**src/rtl/surf_cmd_pkg.sv**
```systemverilog
// surf_cmd_pkg
//   Frame layout shared by the TURF event-generator transmitter and the SURF
//   command receiver.
//   Frame, MSB first: start(1) | buffer | evid | even parity | stop(0)
//   Contents:
//     cmd_state_t  - receiver state encoding
//     frame_len()  - total bits per frame for a given field layout
//     even_parity()- parity bit that makes buffer+evid+parity even
package surf_cmd_pkg;

  typedef enum logic [2:0] {
    ST_IDLE   = 3'd0,
    ST_START  = 3'd1,
    ST_DATA   = 3'd2,
    ST_PARITY = 3'd3,
    ST_STOP   = 3'd4
  } cmd_state_t;

  function automatic int frame_len(input int buf_bits, input int evid_bits);
    return buf_bits + evid_bits + 3;
  endfunction

  // Zero-extended payload in; the returned bit is the transmitted parity bit.
  function automatic logic even_parity(input logic [31:0] payload);
    return ^payload;
  endfunction

endpackage

```
**src/rtl/cmd_line_sync.sv**
```systemverilog
// cmd_line_sync
//   Brings the asynchronous CMD line into the clock domain and finds rising
//   edges of the synchronised value.
//   Ports:
//     clk        - receiver clock
//     rst        - asynchronous active-high reset
//     cmd_async  - raw CMD line (idle low)
//     cmd_sync   - line after the 2-flop synchroniser (2 cycles latency)
//     cmd_rise   - cmd_sync high while the history flop is still low
module cmd_line_sync (
  input  logic clk,
  input  logic rst,
  input  logic cmd_async,
  output logic cmd_sync,
  output logic cmd_rise
);

  logic meta_q;
  logic sync_q;
  logic hist_q;

  always_ff @(posedge clk or posedge rst) begin
    if (rst) begin
      meta_q <= 1'b0;
      sync_q <= 1'b0;
      hist_q <= 1'b0;
    end else begin
      meta_q <= cmd_async;
      sync_q <= meta_q;
      hist_q <= sync_q;
    end
  end

  assign cmd_sync = sync_q;
  assign cmd_rise = sync_q & ~hist_q;

endmodule

```
**src/rtl/surf_cmd_receiver.sv**
```systemverilog
// surf_cmd_receiver
//   Decodes the per-SURF serial CMD line: frames each digitize command,
//   checks parity and stop bit, and hands buffer/evid to the readout logic.
//   Optional build macro: SURF_CMD_ERR_COUNT_EN adds a saturating 16-bit
//   error counter (err_count_o) with a synchronous clear (err_count_clr_i).
//   Ports:
//     clk125_i, rst_i   - clock, asynchronous active-high reset
//     CMD_i             - raw serial command line, idle low
//     cmd_valid_o       - decoded command pending
//     cmd_ack_i         - consumer accepts pending command
//     cmd_buffer_o      - decoded buffer number
//     cmd_evid_o        - decoded event-ID bits
//     err_parity_o      - 1-cycle pulse, frame dropped for bad parity
//     err_frame_o       - 1-cycle pulse, bad stop bit or start glitch
//     err_overrun_o     - sticky, good frame arrived while one was unacked
//     busy_o            - frame reception in progress
//
// Handshake: cmd_valid_o rises one cycle after a good stop-bit sample and
// cmd_buffer_o/cmd_evid_o are stable while it is high. A command retires on
// the clock edge where cmd_ack_i and cmd_valid_o are both high; an ack with
// nothing pending is ignored. A new frame landing on that same edge replaces
// the retiring one (valid stays high); landing while unacked it is dropped.
module surf_cmd_receiver
  import surf_cmd_pkg::*;
#(
  parameter int BIT_CLKS  = 4,
  parameter int EVID_BITS = 12,
  parameter int BUF_BITS  = 2
) (
  input  logic                 clk125_i,
  input  logic                 rst_i,
  input  logic                 CMD_i,
  output logic                 cmd_valid_o,
  input  logic                 cmd_ack_i,
  output logic [BUF_BITS-1:0]  cmd_buffer_o,
  output logic [EVID_BITS-1:0] cmd_evid_o,
  output logic                 err_parity_o,
  output logic                 err_frame_o,
  output logic                 err_overrun_o,
`ifdef SURF_CMD_ERR_COUNT_EN
  input  logic                 err_count_clr_i,
  output logic [15:0]          err_count_o,
`endif
  output logic                 busy_o
);

  localparam int DW = BUF_BITS + EVID_BITS;
  localparam int PW = $clog2(BIT_CLKS);
  localparam int CW = $clog2(frame_len(BUF_BITS, EVID_BITS));

  // Start is sampled half a bit in; once aligned there, every later sample
  // lands one full bit later, i.e. mid-bit.
  localparam logic [PW-1:0] PH_HALF  = PW'(BIT_CLKS / 2 - 1);
  localparam logic [PW-1:0] PH_LAST  = PW'(BIT_CLKS - 1);
  localparam logic [CW-1:0] BIT_LAST = CW'(DW - 1);

  logic          line;
  logic          line_rise;
  cmd_state_t    state_q;
  logic [PW-1:0] phase_q;
  logic [CW-1:0] bit_cnt_q;
  logic [DW-1:0] shift_q;
  logic          par_bit_q;
  logic          armed_q;   // line seen low since the last return to IDLE
  logic          parity_ok;

  cmd_line_sync u_sync (
    .clk       (clk125_i),
    .rst       (rst_i),
    .cmd_async (CMD_i),
    .cmd_sync  (line),
    .cmd_rise  (line_rise)
  );

  assign parity_ok = (even_parity(32'(shift_q)) == par_bit_q);
  assign busy_o    = (state_q != ST_IDLE);

  always_ff @(posedge clk125_i or posedge rst_i) begin
    if (rst_i) begin
      state_q       <= ST_IDLE;
      phase_q       <= '0;
      bit_cnt_q     <= '0;
      shift_q       <= '0;
      par_bit_q     <= 1'b0;
      armed_q       <= 1'b0;
      cmd_valid_o   <= 1'b0;
      cmd_buffer_o  <= '0;
      cmd_evid_o    <= '0;
      err_parity_o  <= 1'b0;
      err_frame_o   <= 1'b0;
      err_overrun_o <= 1'b0;
    end else begin
      err_parity_o <= 1'b0;
      err_frame_o  <= 1'b0;
      if (cmd_ack_i && cmd_valid_o) cmd_valid_o <= 1'b0;

      case (state_q)
        ST_IDLE: begin
          if (line_rise && armed_q) begin
            state_q <= ST_START;
            phase_q <= '0;
            armed_q <= 1'b0;
          end else if (!line) begin
            armed_q <= 1'b1;
          end
        end

        ST_START: begin
          if (phase_q == PH_HALF) begin
            phase_q <= '0;
            if (line) begin
              state_q   <= ST_DATA;
              bit_cnt_q <= '0;
            end else begin
              err_frame_o <= 1'b1;
              state_q     <= ST_IDLE;
            end
          end else begin
            phase_q <= phase_q + 1'b1;
          end
        end

        ST_DATA: begin
          if (phase_q == PH_LAST) begin
            phase_q   <= '0;
            shift_q   <= {shift_q[DW-2:0], line};
            bit_cnt_q <= bit_cnt_q + 1'b1;
            if (bit_cnt_q == BIT_LAST) state_q <= ST_PARITY;
          end else begin
            phase_q <= phase_q + 1'b1;
          end
        end

        ST_PARITY: begin
          if (phase_q == PH_LAST) begin
            phase_q   <= '0;
            par_bit_q <= line;
            state_q   <= ST_STOP;
          end else begin
            phase_q <= phase_q + 1'b1;
          end
        end

        ST_STOP: begin
          if (phase_q == PH_LAST) begin
            phase_q   <= '0;
            bit_cnt_q <= '0;
            state_q   <= ST_IDLE;
            if (line) begin
              // A bad stop bit makes the parity bit meaningless; only the
              // framing error is reported.
              err_frame_o <= 1'b1;
            end else if (!parity_ok) begin
              err_parity_o <= 1'b1;
            end else if (!cmd_valid_o || cmd_ack_i) begin
              cmd_valid_o  <= 1'b1;
              cmd_buffer_o <= shift_q[DW-1 -: BUF_BITS];
              cmd_evid_o   <= shift_q[EVID_BITS-1:0];
            end else begin
              err_overrun_o <= 1'b1;
            end
          end else begin
            phase_q <= phase_q + 1'b1;
          end
        end

        default: begin
          state_q <= ST_IDLE;
          phase_q <= '0;
        end
      endcase
    end
  end

`ifdef SURF_CMD_ERR_COUNT_EN
  // Clear wins over a coincident error pulse.
  always_ff @(posedge clk125_i or posedge rst_i) begin
    if (rst_i) begin
      err_count_o <= '0;
    end else if (err_count_clr_i) begin
      err_count_o <= '0;
    end else if ((err_parity_o || err_frame_o) && (err_count_o != 16'hFFFF)) begin
      err_count_o <= err_count_o + 16'd1;
    end
  end
`endif

endmodule

```
**config.mk**
```make
export PLATFORM = sky130hd
export DESIGN_NAME = surf_cmd_receiver
export DESIGN_NICKNAME = d
export VERILOG_FILES = /design/src/rtl/surf_cmd_pkg.sv /design/src/rtl/cmd_line_sync.sv /design/src/rtl/surf_cmd_receiver.sv
export SDC_FILE = /design/constraint.sdc
export NUM_CORES = 1
export LEC_CHECK = 0
export BUFFER_PORTS_ARGS = -buffer_cell sky130_fd_sc_hd__clkbuf_2
export CAP_MARGIN = 10
export CORE_ASPECT_RATIO = 0.9
export CORE_UTILIZATION = 40
export CTS_CLUSTER_DIAMETER = 40
export DETAILED_ROUTE_END_ITERATION = 12
export GPL_TIMING_DRIVEN = 1
export HOLD_SLACK_MARGIN = 0.1
export PLACE_DENSITY = 0.66
export REMOVE_ABC_BUFFERS = 1
export SYNTH_ARGS = -nofsm -noshare
export SYNTH_HDL_FRONTEND = slang
export SYNTH_SLANG_ARGS = --single-unit
```
**constraint.sdc**
```tcl
create_clock -name clk125_i -period 2.3 [get_ports clk125_i]
set_input_delay 0.23 -clock clk125_i [delete_from_list [all_inputs] [get_ports clk125_i]]
set_output_delay 0.23 -clock clk125_i [all_outputs]
set_load 0.005 [all_outputs]
```
==> run metrics <==
Hold Violations, Final 0; crit path DAT 2380 ps; CTS sink count 47; Worst-Skew Late Latency 300 ps; kind of start point of the critical path flop; Seq/Total Area, Yosys 0.556; R2R cell count 6; FF-to-FF setup slack 110 ps; Final #Nets 235; # port buffers 22; post-synth top area share 0.556; synthesized area 0.00212 sq mm; synth warn 0; Syn Area/Cell 10.8 sq um; H-tree Lvls 2; All-Layer GR Usage 0.155; Post-DRT Antenna Nets 0; Slowest-stage cell, CP xnor3_1; delay of the slowest critical-path stage 420 ps; Overflow after GRT 0; clock transition at the registers of the reported paths 90 ps; crit path buf inv count 1; crit share post-route 0.951; Int Power 0.00139 W; Crit Path Max Fanout 7; # fillers 466; Peak VDD IR 0.490 mV; first-pass GRT wire length 6.56 mm; clock buffer depth 2; DR WL/cell 12.7 um; sw frac 0.319; Clock Skew 9.63 ps; CTS buffer count 5; post-DP HPWL 2.60 mm; antenna violations before repair 0; die area 0.00559 sq mm; outcome completed; Leakage 1.28 nW; Net Sw Power 0.000652 W; Setup crit start shift_q[2]; Hold Slack 277 ps; clock period minus worst slack 2190 ps; ys flop type dfrtp_1; Post-synth EDFFs 0; Hold Crit Depth 3; Die W 78.7 um; Worst Hold End err_overrun_o; critical hold path startpoint cmd_ack_i; Site Rows 24; initial DRC count 63; Final Core Density 0.490; Hold Crit Class in -> reg; I/O pins 23; number of setup buffers added after CTS 0; vias in the first global route 1,371; max-cap violation count 0; Total Neg Setup Slack 0 ps; R2R Path End cmd_buffer_o[0]; WL final 3.72 mm; P&R area growth vs syn 14.7%; CP endpoint kind flop; worst r2r src shift_q[2]; Crit path max-delay family XOR/XNOR gates; Flop pwr share 0.493; library cells used by synthesis 31; Required @ worst endpoint 2490 ps; clk root buf clkbuf_8; Core ar. 0.00495 sq mm; ranking of synthesized cells by area dfrtp_1, nand2_1, mux2_2; vias post-DR 1,433; CP Class reg -> reg; FFs w/ async S/R, synth 1.00; fmax 457 MHz; PwrDens 841 mW/mm^2; drc violations 0; worst slew slack as a fraction of its limit 0.560; layout cells sized above 1 0.247; final-report setup violation count 0; Clock power frac 0.238; Detailed Routing Iterations Pass 1 4; RSZ-0062 raised after global routing false; # diodes 0; CTS tree done; drt via density 4.91; largest net degree at the start of global routing 48; Yosys reg bits 47; Crit path top cell by count xnor3_1; combinational share of power 0.269; Slew @ Worst Pin 656 ps; Slew Viols, Final 0; initial core utilization 0.427; area leader, netlist dfrtp_1; Die H 71.0 um; cells after synthesis 196; CP cell instances xnor3_1 -> xnor3_1 -> xnor3_1 -> nor3_4 -> buf_4 -> mux2_2; RD Place Congestion 0.803
==> cell families (layout without fill, tap and decap cells) <==
| logic type | count (synthesis) | count (layout) | share of synthesized area |
|---|---|---|---|
| flops | 47 | 47 | 0.556 |
| fa+ha+maj | 5 | 5 | 0.0296 |
| xor+xnor | 11 | 11 | 0.0650 |
| compound gates | 22 | 22 | 0.0585 |
| simple gates | 80 | 80 | 0.176 |
| mux | 16 | 16 | 0.0851 |
| buf+inv | 15 | 46 | 0.0301 |
==> worst min-delay path, delay by kind of cell <==
| kind | cells | cell delay (ps) |
|---|---|---|
| AOI/OAI and AO/OA | 1 | 160 |
| buffers and inverters | 1 | 80 |
| and+or+nand+nor | 1 | 80 |
==> Yosys cell counts (2+ instances only) <==
cell type and number:
nand2_1 52, xnor3_1 3, nor2_1 7, dfrtp_1 47, o21ai_0 10, ha_1 5, nand3_1 4, mux2_2 16
nand3b_1 2, inv_1 7, a31oi_1 2, a21oi_1 6, nor2b_1 3, nand4b_1 3, clkbuf_1 7, xnor2_1 7
==> layout make-up <==
type | instances | area (sq um) | share of cell area
timing repair buffer | 31 | 183 | 0.0752
sequential | 47 | 1180 | 0.484
clock inverter | 2 | 12.5 | 0.00515
inverter | 7 | 26.3 | 0.0108
tap | 65 | 81.3 | 0.0335
multi-input combinational | 134 | 877 | 0.361
clock buffer | 6 | 72.6 | 0.0299
==> metrics by stage <==
step / cells / instance area (sq um) / power, W / worst slack (ps)
floorplan: 188 / 2080 / 0.00143 / 98.2
global placement: 282 / 2320 / 0.00155 / 199
detailed placement: 282 / 2320 / 0.00157 / 104
CTS: 292 / 2430 / 0.00206 / 94.0
global route: 292 / 2430 / 0.00219 / 21.6
finish: 292 / 2430 / 0.00204 / 113
==> worst max-delay path by stage <==
| stage | endpoint | slack (ps) | depth (start not counted) |
|---|---|---|---|
| final | cmd_buffer_o[0] | 110 | 6 |
| after global routing | cmd_evid_o[5] | 20 | 6 |
| after CTS | cmd_buffer_o[1] | 90 | 6 |
| after detailed placement | cmd_evid_o[5] | 100 | 6 |
| after global placement | cmd_evid_o[10] | 200 | 6 |
| after floorplan | cmd_buffer_o[0] | 100 | 5 |
==> registers in the layout (all words and copies together), names as in the netlist, 2 cells and up <==
signal,flops
bit_cnt_q,5
cmd_evid_o,12
cmd_buffer_o,2
shift_q,14
phase_q,2
state_q,3
==> layer usage <==
metal | vias to the layer above | global-route usage | part of all wire
met3 | 7 | 0.0348 | 0.033
met2 | 24 | 0.214 | 0.42
li1 | 712 | - | -
met4 | 0 | 0.0741 | 0.021
met5 | - | 0 | 0
met1 | 690 | 0.231 | 0.52
==> power groups by stage <==
stage	clock (W)	combinational (W)	sequential, W
final	0.000486	0.000549	0.00101
after global routing	0.000529	0.000626	0.00103
after CTS	0.000502	0.000554	0.00101
after detailed placement	0	0.000548	0.00103
after global placement	0	0.000529	0.00102
after floorplan	0	0.000406	0.00102
==> placed cells by master (no fill, tap or decap), types with 3 or more instances in the layout <==
master    count
dfrtp_1      47
clkbuf_2     22
ha_1          5
mux2_2       16
nand2_1      52
nand3_1       4
xnor2_1       7
inv_1         6
nand4b_1      3
buf_4         7
nor2b_1       3
xnor3_1       3
clkbuf_8      5
a21oi_1       6
nor2_1        7
o21ai_0      10
==> timing repair <==
action,4_1_cts,5_1_grt
endpoints found under the setup margin,0,0
hold buffers,2,0
endpoints found under the hold margin,48,0
resized for setup,0,0
Note: power is estimated with default switching activity, not from simulation.
